===== src/rtl/mrv32_mem_arbiter.sv =====
// Two-requester (I fetch / D load-store) arbiter onto one pulse-protocol memory port; one pending slot per side,
// one transaction outstanding, request->m_valid 2 cycles, excess pulses at a full slot dropped with sticky proto_err.
module mrv32_mem_arbiter #(
  parameter int unsigned ADDR_WIDTH     = 16,
  parameter int unsigned TIMEOUT_CYCLES = 255
) (
  input  logic                  clk,
  input  logic                  rst,
  input  logic                  i_valid,
  input  logic [ADDR_WIDTH-1:0] i_addr,
  input  logic [31:0]           i_wdata,
  input  logic [3:0]            i_wstrb,
  output logic [31:0]           i_rdata,
  output logic                  i_rvalid,
  output logic                  i_err,
  input  logic                  d_valid,
  input  logic [ADDR_WIDTH-1:0] d_addr,
  input  logic [31:0]           d_wdata,
  input  logic [3:0]            d_wstrb,
  output logic [31:0]           d_rdata,
  output logic                  d_rvalid,
  output logic                  d_err,
  output logic                  m_valid,
  output logic [ADDR_WIDTH-1:0] m_addr,
  output logic [31:0]           m_wdata,
  output logic [3:0]            m_wstrb,
  input  logic [31:0]           m_rdata,
  input  logic                  m_rvalid,
  output logic                  busy,
  output logic                  proto_err
);

  typedef enum logic [1:0] {S_IDLE, S_ISSUE, S_WAIT} state_t;

  localparam int unsigned TO_LAST = (TIMEOUT_CYCLES == 0) ? 0 : TIMEOUT_CYCLES - 1;
  localparam logic [15:0] TO_LAST_W = 16'(TO_LAST);

  state_t                state_q, state_d;
  logic                  gnt_q, gnt_d;     // 1 = D side owns the transaction
  logic                  last_q, last_d;
  logic [15:0]           cnt_q, cnt_d;
  logic                  perr_q;

  logic                  i_full_q, d_full_q;
  logic [ADDR_WIDTH-1:0] i_addr_q, d_addr_q;
  logic [31:0]           i_wdata_q, d_wdata_q;
  logic [3:0]            i_wstrb_q, d_wstrb_q;

  logic                  resp_vld, resp_err;
  logic [31:0]           resp_dat;
  logic                  rel_i, rel_d;
  logic                  i_cap, d_cap, i_drop, d_drop, stray;

  always_comb begin
    state_d  = state_q;
    gnt_d    = gnt_q;
    last_d   = last_q;
    cnt_d    = cnt_q;
    m_valid  = 1'b0;
    m_addr   = '0;
    m_wdata  = '0;
    m_wstrb  = '0;
    resp_vld = 1'b0;
    resp_err = 1'b0;
    resp_dat = '0;
    case (state_q)
      S_IDLE: begin
        if (i_full_q || d_full_q) begin
          gnt_d   = (i_full_q && d_full_q) ? ~last_q : d_full_q;
          last_d  = gnt_d;
          state_d = S_ISSUE;
        end
      end
      S_ISSUE: begin
        m_valid = 1'b1;
        m_addr  = gnt_q ? d_addr_q  : i_addr_q;
        m_wdata = gnt_q ? d_wdata_q : i_wdata_q;
        m_wstrb = gnt_q ? d_wstrb_q : i_wstrb_q;
        cnt_d   = '0;
        state_d = S_WAIT;
      end
      S_WAIT: begin
        if (m_rvalid) begin
          resp_vld = 1'b1;
          resp_dat = m_rdata;
          state_d  = S_IDLE;
        end else begin
          // Saturate so a disabled watchdog never wraps the count.
          cnt_d = (cnt_q == 16'hFFFF) ? cnt_q : cnt_q + 16'd1;
          if (TIMEOUT_CYCLES != 0 && cnt_q == TO_LAST_W) begin
            resp_vld = 1'b1;
            resp_err = 1'b1;
            state_d  = S_IDLE;
          end
        end
      end
      default: state_d = S_IDLE;
    endcase
  end

  assign rel_i = resp_vld & ~gnt_q;
  assign rel_d = resp_vld &  gnt_q;

  assign i_rvalid = rel_i;
  assign i_rdata  = rel_i ? resp_dat : 32'd0;
  assign i_err    = rel_i & resp_err;
  assign d_rvalid = rel_d;
  assign d_rdata  = rel_d ? resp_dat : 32'd0;
  assign d_err    = rel_d & resp_err;

  // A slot releasing this cycle can accept a new pulse at the same edge.
  assign i_cap  = i_valid & (~i_full_q | rel_i);
  assign d_cap  = d_valid & (~d_full_q | rel_d);
  assign i_drop = i_valid & i_full_q & ~rel_i;
  assign d_drop = d_valid & d_full_q & ~rel_d;
  assign stray  = m_rvalid & (state_q != S_WAIT);

  assign busy      = (state_q != S_IDLE) | i_full_q | d_full_q;
  assign proto_err = perr_q;

  always_ff @(posedge clk) begin
    if (rst) begin
      state_q   <= S_IDLE;
      gnt_q     <= 1'b0;
      last_q    <= 1'b0;
      cnt_q     <= '0;
      perr_q    <= 1'b0;
      i_full_q  <= 1'b0;
      d_full_q  <= 1'b0;
      i_addr_q  <= '0;
      i_wdata_q <= '0;
      i_wstrb_q <= '0;
      d_addr_q  <= '0;
      d_wdata_q <= '0;
      d_wstrb_q <= '0;
    end else begin
      state_q  <= state_d;
      gnt_q    <= gnt_d;
      last_q   <= last_d;
      cnt_q    <= cnt_d;
      perr_q   <= perr_q | i_drop | d_drop | stray;
      i_full_q <= i_cap | (i_full_q & ~rel_i);
      d_full_q <= d_cap | (d_full_q & ~rel_d);
      if (i_cap) begin
        i_addr_q  <= i_addr;
        i_wdata_q <= i_wdata;
        i_wstrb_q <= i_wstrb;
      end
      if (d_cap) begin
        d_addr_q  <= d_addr;
        d_wdata_q <= d_wdata;
        d_wstrb_q <= d_wstrb;
      end
    end
  end

endmodule


===== config.mk =====
export PLATFORM = sky130hd
export DESIGN_NAME = mrv32_mem_arbiter
export DESIGN_NICKNAME = d
export VERILOG_FILES = /design/src/rtl/mrv32_mem_arbiter.sv
export SDC_FILE = /design/constraint.sdc
export NUM_CORES = 1
export LEC_CHECK = 0
export ABC_AREA = 0
export BUFFER_PORTS_ARGS = -buffer_cell sky130_fd_sc_hd__buf_2
export CORE_MARGIN = 3
export CORE_UTILIZATION = 50
export DETAILED_ROUTE_END_ITERATION = 8
export GPL_ROUTABILITY_DRIVEN = 0
export PLACE_DENSITY = 0.77
export SETUP_SLACK_MARGIN = 0.05
export SYNTH_ARGS = -nofsm -noshare
export SYNTH_HDL_FRONTEND = slang
export SYNTH_SLANG_ARGS = --single-unit

===== constraint.sdc =====
create_clock -name clk -period 2.51 [get_ports clk]
set_clock_uncertainty 0.15 [all_clocks]
set_input_delay 0.1255 -clock clk [delete_from_list [all_inputs] [get_ports clk]]
set_output_delay 0.1255 -clock clk [all_outputs]
set_load 0.05 [all_outputs]

== Word level (Yosys, flattened, before mapping) ==
Cells that the tools add are included.
Widths: inputs -> output; s select.

* Bits in registers: 126
* Output and inout bits: 123
* Logic and storage cells: 81

* $add $sub $neg: 1
* Eq/ne operators: 9
* Mux-type cells: 24
* Bitwise operators: 27
* Reduce and logical (&&, ||, !) cells: 8

{| class="wikitable"
|+ Operator list
! operator !! number
|-
| $mux 32 || 6
|-
| $mux 16 || 4
|-
| $pmux 16 s2 || 1
|-
| $add 16x1->16 const B || 1
|-
| $eq 16x16->1 const B || 1
|-
| $eq 16x8->1 const B || 1
|-
| $and 1x1->1 || 13
|-
| $or 1x1->1 || 9
|-
| $mux 4 || 2
|-
| $ne 2x2->1 const B || 4
|-
| $mux 1 || 7
|-
| $mux 2 || 3
|-
| $pmux 2 s3 || 1
|-
| $not 1->1 || 5
|-
| $reduce_and 2->1 || 2
|-
| $reduce_bool 2->1 || 2
|-
| $ne 3x3->1 const B || 1
|-
| $reduce_and 3->1 || 1
|-
| $eq 2x1->1 const B || 1
|-
| $eq 2x2->1 const B || 1
|-
| $logic_not 2->1 || 1
|-
| $logic_and 1x1->1 || 1
|-
| $logic_or 1x1->1 || 1
|}

== Depth between registers and ports, before layout ==
* Depth after elaboration: 10
* Mapped depth: 9
* Gate-level depth less buffers: 7

== Least setup slack after synthesis ==
OpenSTA, ideal clock, no wires.

* Kind: flip-flop to output port
* Start point: register cnt_q[0]
* End point: output i_rvalid
* Data arrival time: 2.090 ns
* Required time: 2.234 ns
* Setup slack: 0.145 ns
* Stages on the path, launching flop included: 7
* Path buffers: 0
* Cell sequence: dfxtp_1 -> inv_1 -> ha_1 -> nor4b_1 -> and4_1 -> nor2_1 -> nor3_1

* Word-level cells in the longest chain between the ends: 5

{| class="wikitable"
|+ RTL lines
! item !! line !! text
|-
| start, declared || 41 || <nowiki>logic [15:0] cnt_q, cnt_d;</nowiki>
|-
| start signal, assigned || 140 || <nowiki>cnt_q <= cnt_d;</nowiki>
|-
| $eq 16x8->1 || 90 || <nowiki>if (TIMEOUT_CYCLES != 0 && cnt_q == TO_LAST_W) begin</nowiki>
|-
| $mux 1 || 90 ||
|-
| $mux 1 || 83 || <nowiki>if (m_rvalid) begin</nowiki>
|-
| $mux 1 || 66 || <nowiki>case (state_q)</nowiki>
|-
| $and 1x1->1 || 101 || <nowiki>assign rel_i = resp_vld & ~gnt_q;</nowiki>
|-
| end, declared || 14 || <nowiki>output logic i_rvalid,</nowiki>
|}

Every way passes these cells.

== Worst setup path in the final report ==
* Start point: register cnt_q[2]
* End point: output d_err

* Word-level cells in the longest chain between the ends: 6

{| class="wikitable"
|+ RTL lines
! item !! line !! text
|-
| $eq 16x8->1 * || 90 ||
|-
| $mux 1 * || 90 ||
|-
| $mux 1 || 83 ||
|-
| $mux 1 || 66 ||
|-
| $and 1x1->1 || 102 || <nowiki>assign rel_d = resp_vld & gnt_q;</nowiki>
|-
| $and 1x1->1 * || 109 || <nowiki>assign d_err = rel_d & resp_err;</nowiki>
|-
| end, declared || 22 || <nowiki>output logic d_err,</nowiki>
|}

Mark *: on every way between the ends. The rest lies on a longest branch, timed or not.

==> reports/metrics.cfg <==
[status]
outcome=finished clean

[yosys]
synth-xor-area-share=0
ys_top_cells_by_count=nand2b_1 (210), mux2i_1 (157), dfxtp_1 (126)
synth-seq-area-share=0.353
synthMuxAreaShare=0.222
synthCells=800
synth_fa_ha_area_frac=0.00350
synth.most_common_cell=nand2b_1
synthArstFlopShare=0
synth.distinct_cells=46
syn_avg_cell_area_um2=8.93
ys_warn_count=0
synth_top_family_by_area=simple AND/OR/NAND/NOR gates
yosys.area_share.simple=0.332
synthesis.nets=943
synth_top_area_cell=dfxtp_1
synthTopCellsByArea=dfxtp_1 (35%), mux2i_1 (22%), nand2b_1 (18%), and2_1 (5.7%), nor2_1 (3.4%)
synth_top_area_share=0.353
syn_area_um2=7140
synth_seq_cells=126
synth_edf_count=0
synth_ff_type=dfxtp_1
synth_compound_area_frac=0.0384

[finish]
post-route-util=0.735
finalNonFillerCells=1333
final_area_um2=10200
area_growth_pct=43.5
drive_gt1_frac=0.281
nets=1284
antenna_cells=0

[clocking]
numCtsBuffers=17
cts-htree-levels=4
post_cts_buffers=0
tritoncts=done
clk_latency_ns=0.40
clock-sinks=126
clockBufferDepth=2
clk_pin_slew_worst_paths_ns=0.05
root_buffer=clkbuf_16

[worst_setup_path]
arrival_ns=2.14
crit_start=cnt_q[2]$_SDFFE_PP0P_
worst-path-max-fanout=7
path_class=reg2out
timing.rr.start=cnt_q[0]$_SDFFE_PP0P_
worstPathBufferInverterCount=1
crit_chain=nand4_1 > nor4_1 > nand3_1 > nor3_2 > clkbuf_4
crit_required_ns=2.23
critPathMaxStageDelay_ns=0.41
cp-end-kind=primary output
start_kind=register
slowest_stage=dfxtp_1
cpLargestDelayFamily=simple AND/OR/NAND/NOR gates

[sta]
setup_ws_ns=0.0918
fin_crit_sh=0.963
maxSlewViolCount=0
rsz0062_at_grt=true
fin_setup_tns_ns=0
relSlewSlack=0.626
fmax_mhz=414
hold_violations=0
min_period_ns=2.42
worstMarginPinSlew_ns=0.561
setup-violations-final=0

[place]
place_area_um2=8560
dp_hpwl_mm=13.1
port_buffers=263
dp.cells=1196
pre_cts_ws_ns=0.248

[floorplanning]
die_w_um=126
fp-row-count=43
ioPinCount=264
die_height_um=126
core_area_um2=13900
initial_core_util=0.513
die-area_um2=15800

[pwr]
combPwrFrac=0.187
internal_power_mw=4.18
p_sw_frac=0.265
p_per_area_nw_per_um2=555
ir_worst_vdd_mv=0.427
seqPwrFrac=0.386
clockPowerShare=0.427
p_switching_mw=1.51
leakagePower_nw=4.57

[grt]
grt_use_total=0.265
grt_pass1_wl_mm=34.3
grt_pass1_vias=7004
grt_max_degree=102
grt-ovfl-total=0
antenna_found_initial=0

[job]
cap_violations=0

[hold_path]
hold_path_class=in2reg
hold_start=m_rvalid

[routing]
wl_per_cell_um=16.1
dr.pass1.iters=5
antenna_left=0
via_count=6833
vias_per_cell=5.13
drt_iter0_drc=349
remaining_drc_errors=0
drt-total-wl_mm=21.4

cells by family after synthesis:
kind of cell             after synthesis
AO/OA/AOI/OAI                         42
flip-flops                           126
multiplexers                         158
AND/OR/NAND/NOR                      403
buffers and inverters                 69
adder cells (fa/ha/maj)                2
layer usage:
metal,GRT usage,vias to the layer above,share of wire
li1,-,3356,-
met1,0.311,3171,0.41
met2,0.466,259,0.51
met3,0.0560,47,0.054
met4,0.110,0,0.026
met5,0,-,0
worst register-to-register path: stages, from the launching register on:
cell and delay, ns:
dfxtp_4 0.35, inv_1 0.07, ha_1 0.15, nor4b_1 0.21, and4_1 0.28, o211ai_1 0.17
a21boi_4 0.22, buf_4 0.36, mux2i_1 0.27
area by class of cell:
cell class	count	area [um^2]
repair buffers	385	2590
fillers	983	3690
flip-flops and latches	126	2530
clock buffers	22	484
clock inverters	9	110
inverters	6	22.5
multi-input cells	605	4280
well taps	180	225
per-stage QoR:
| stage | total power [mW] | hold WS (ns) |
|---|---|---|
| 2_1_floorplan | 2.88 | 0.0929 |
| 3_3_place_gp | 3.14 | 0.229 |
| 3_5_place_dp | 3.15 | 0.235 |
| 4_1_cts | 5.70 | 0.0206 |
| 5_1_grt | 5.91 | 0.0829 |
| 6_report | 5.69 | 0.0311 |
what timing repair did:
| action | in CTS | in global routing |
|---|---|---|
| endpoints found under the setup margin | 8 | 53 |
| hold buffers | 106 | 0 |
| pin swaps | 0 | 2 |
| gates resized for setup | 2 | 11 |
| hold endpoints to repair | 107 | 0 |
state kept, by name, summed over array words and instances, names as in the netlist, 2 cells and up:
register and cells:
d_wdata_q 32, d_addr_q 16, d_wstrb_q 4, i_wstrb_q 4, state_q 2, cnt_q 16
i_wdata_q 32, i_addr_q 16
placed cells by master (no fill, tap or decap), types with 3 or more instances in the layout:
master,Yosys,final
buf_2,5,258
nand2b_1,210,210
mux2i_1,157,157
dfxtp_1,126,121
dlygate4sd3_1,0,106
and2_1,65,65
nor2_1,64,64
a21oi_1,19,19
clkbuf_16,0,17
nand2_1,10,10
buf_4,8,10
nor4_1,8,8
nand3_1,8,8
nand4_1,7,7
inv_1,6,6
o311ai_0,6,6
buf_12,0,6
nor3_1,5,4
o211ai_1,4,4
or4_1,4,4
or3_1,4,4
clkbuf_8,0,4
and4_1,3,3
clkinvlp_4,0,3
dfxtp_2,0,3
clkbuf_4,0,3
worst paths after layout:
check | slack (ns) | cells past startpoint | to
max | 0.09 | 5 | d_err
min | 0.03 | 3 | proto_err$_SDFF_PP0_
min reg2reg | 0.32 | 2 | i_wdata_q[5]$_SDFFE_PP0P_
max reg2reg | 0.19 | 8 | d_addr_q[2]$_SDFFE_PP0P_
power by group through the flow:
stage          clock, mW  sequential (mW)  combinational, mW
6_report            2.43             2.20               1.06
3_5_place_dp           0             2.24              0.913
3_3_place_gp           0             2.23              0.902
5_1_grt             2.56             2.21               1.14
2_1_floorplan          0             2.21              0.663
4_1_cts             2.46             2.19               1.05
Note: power is estimated with default switching activity, not from simulation.
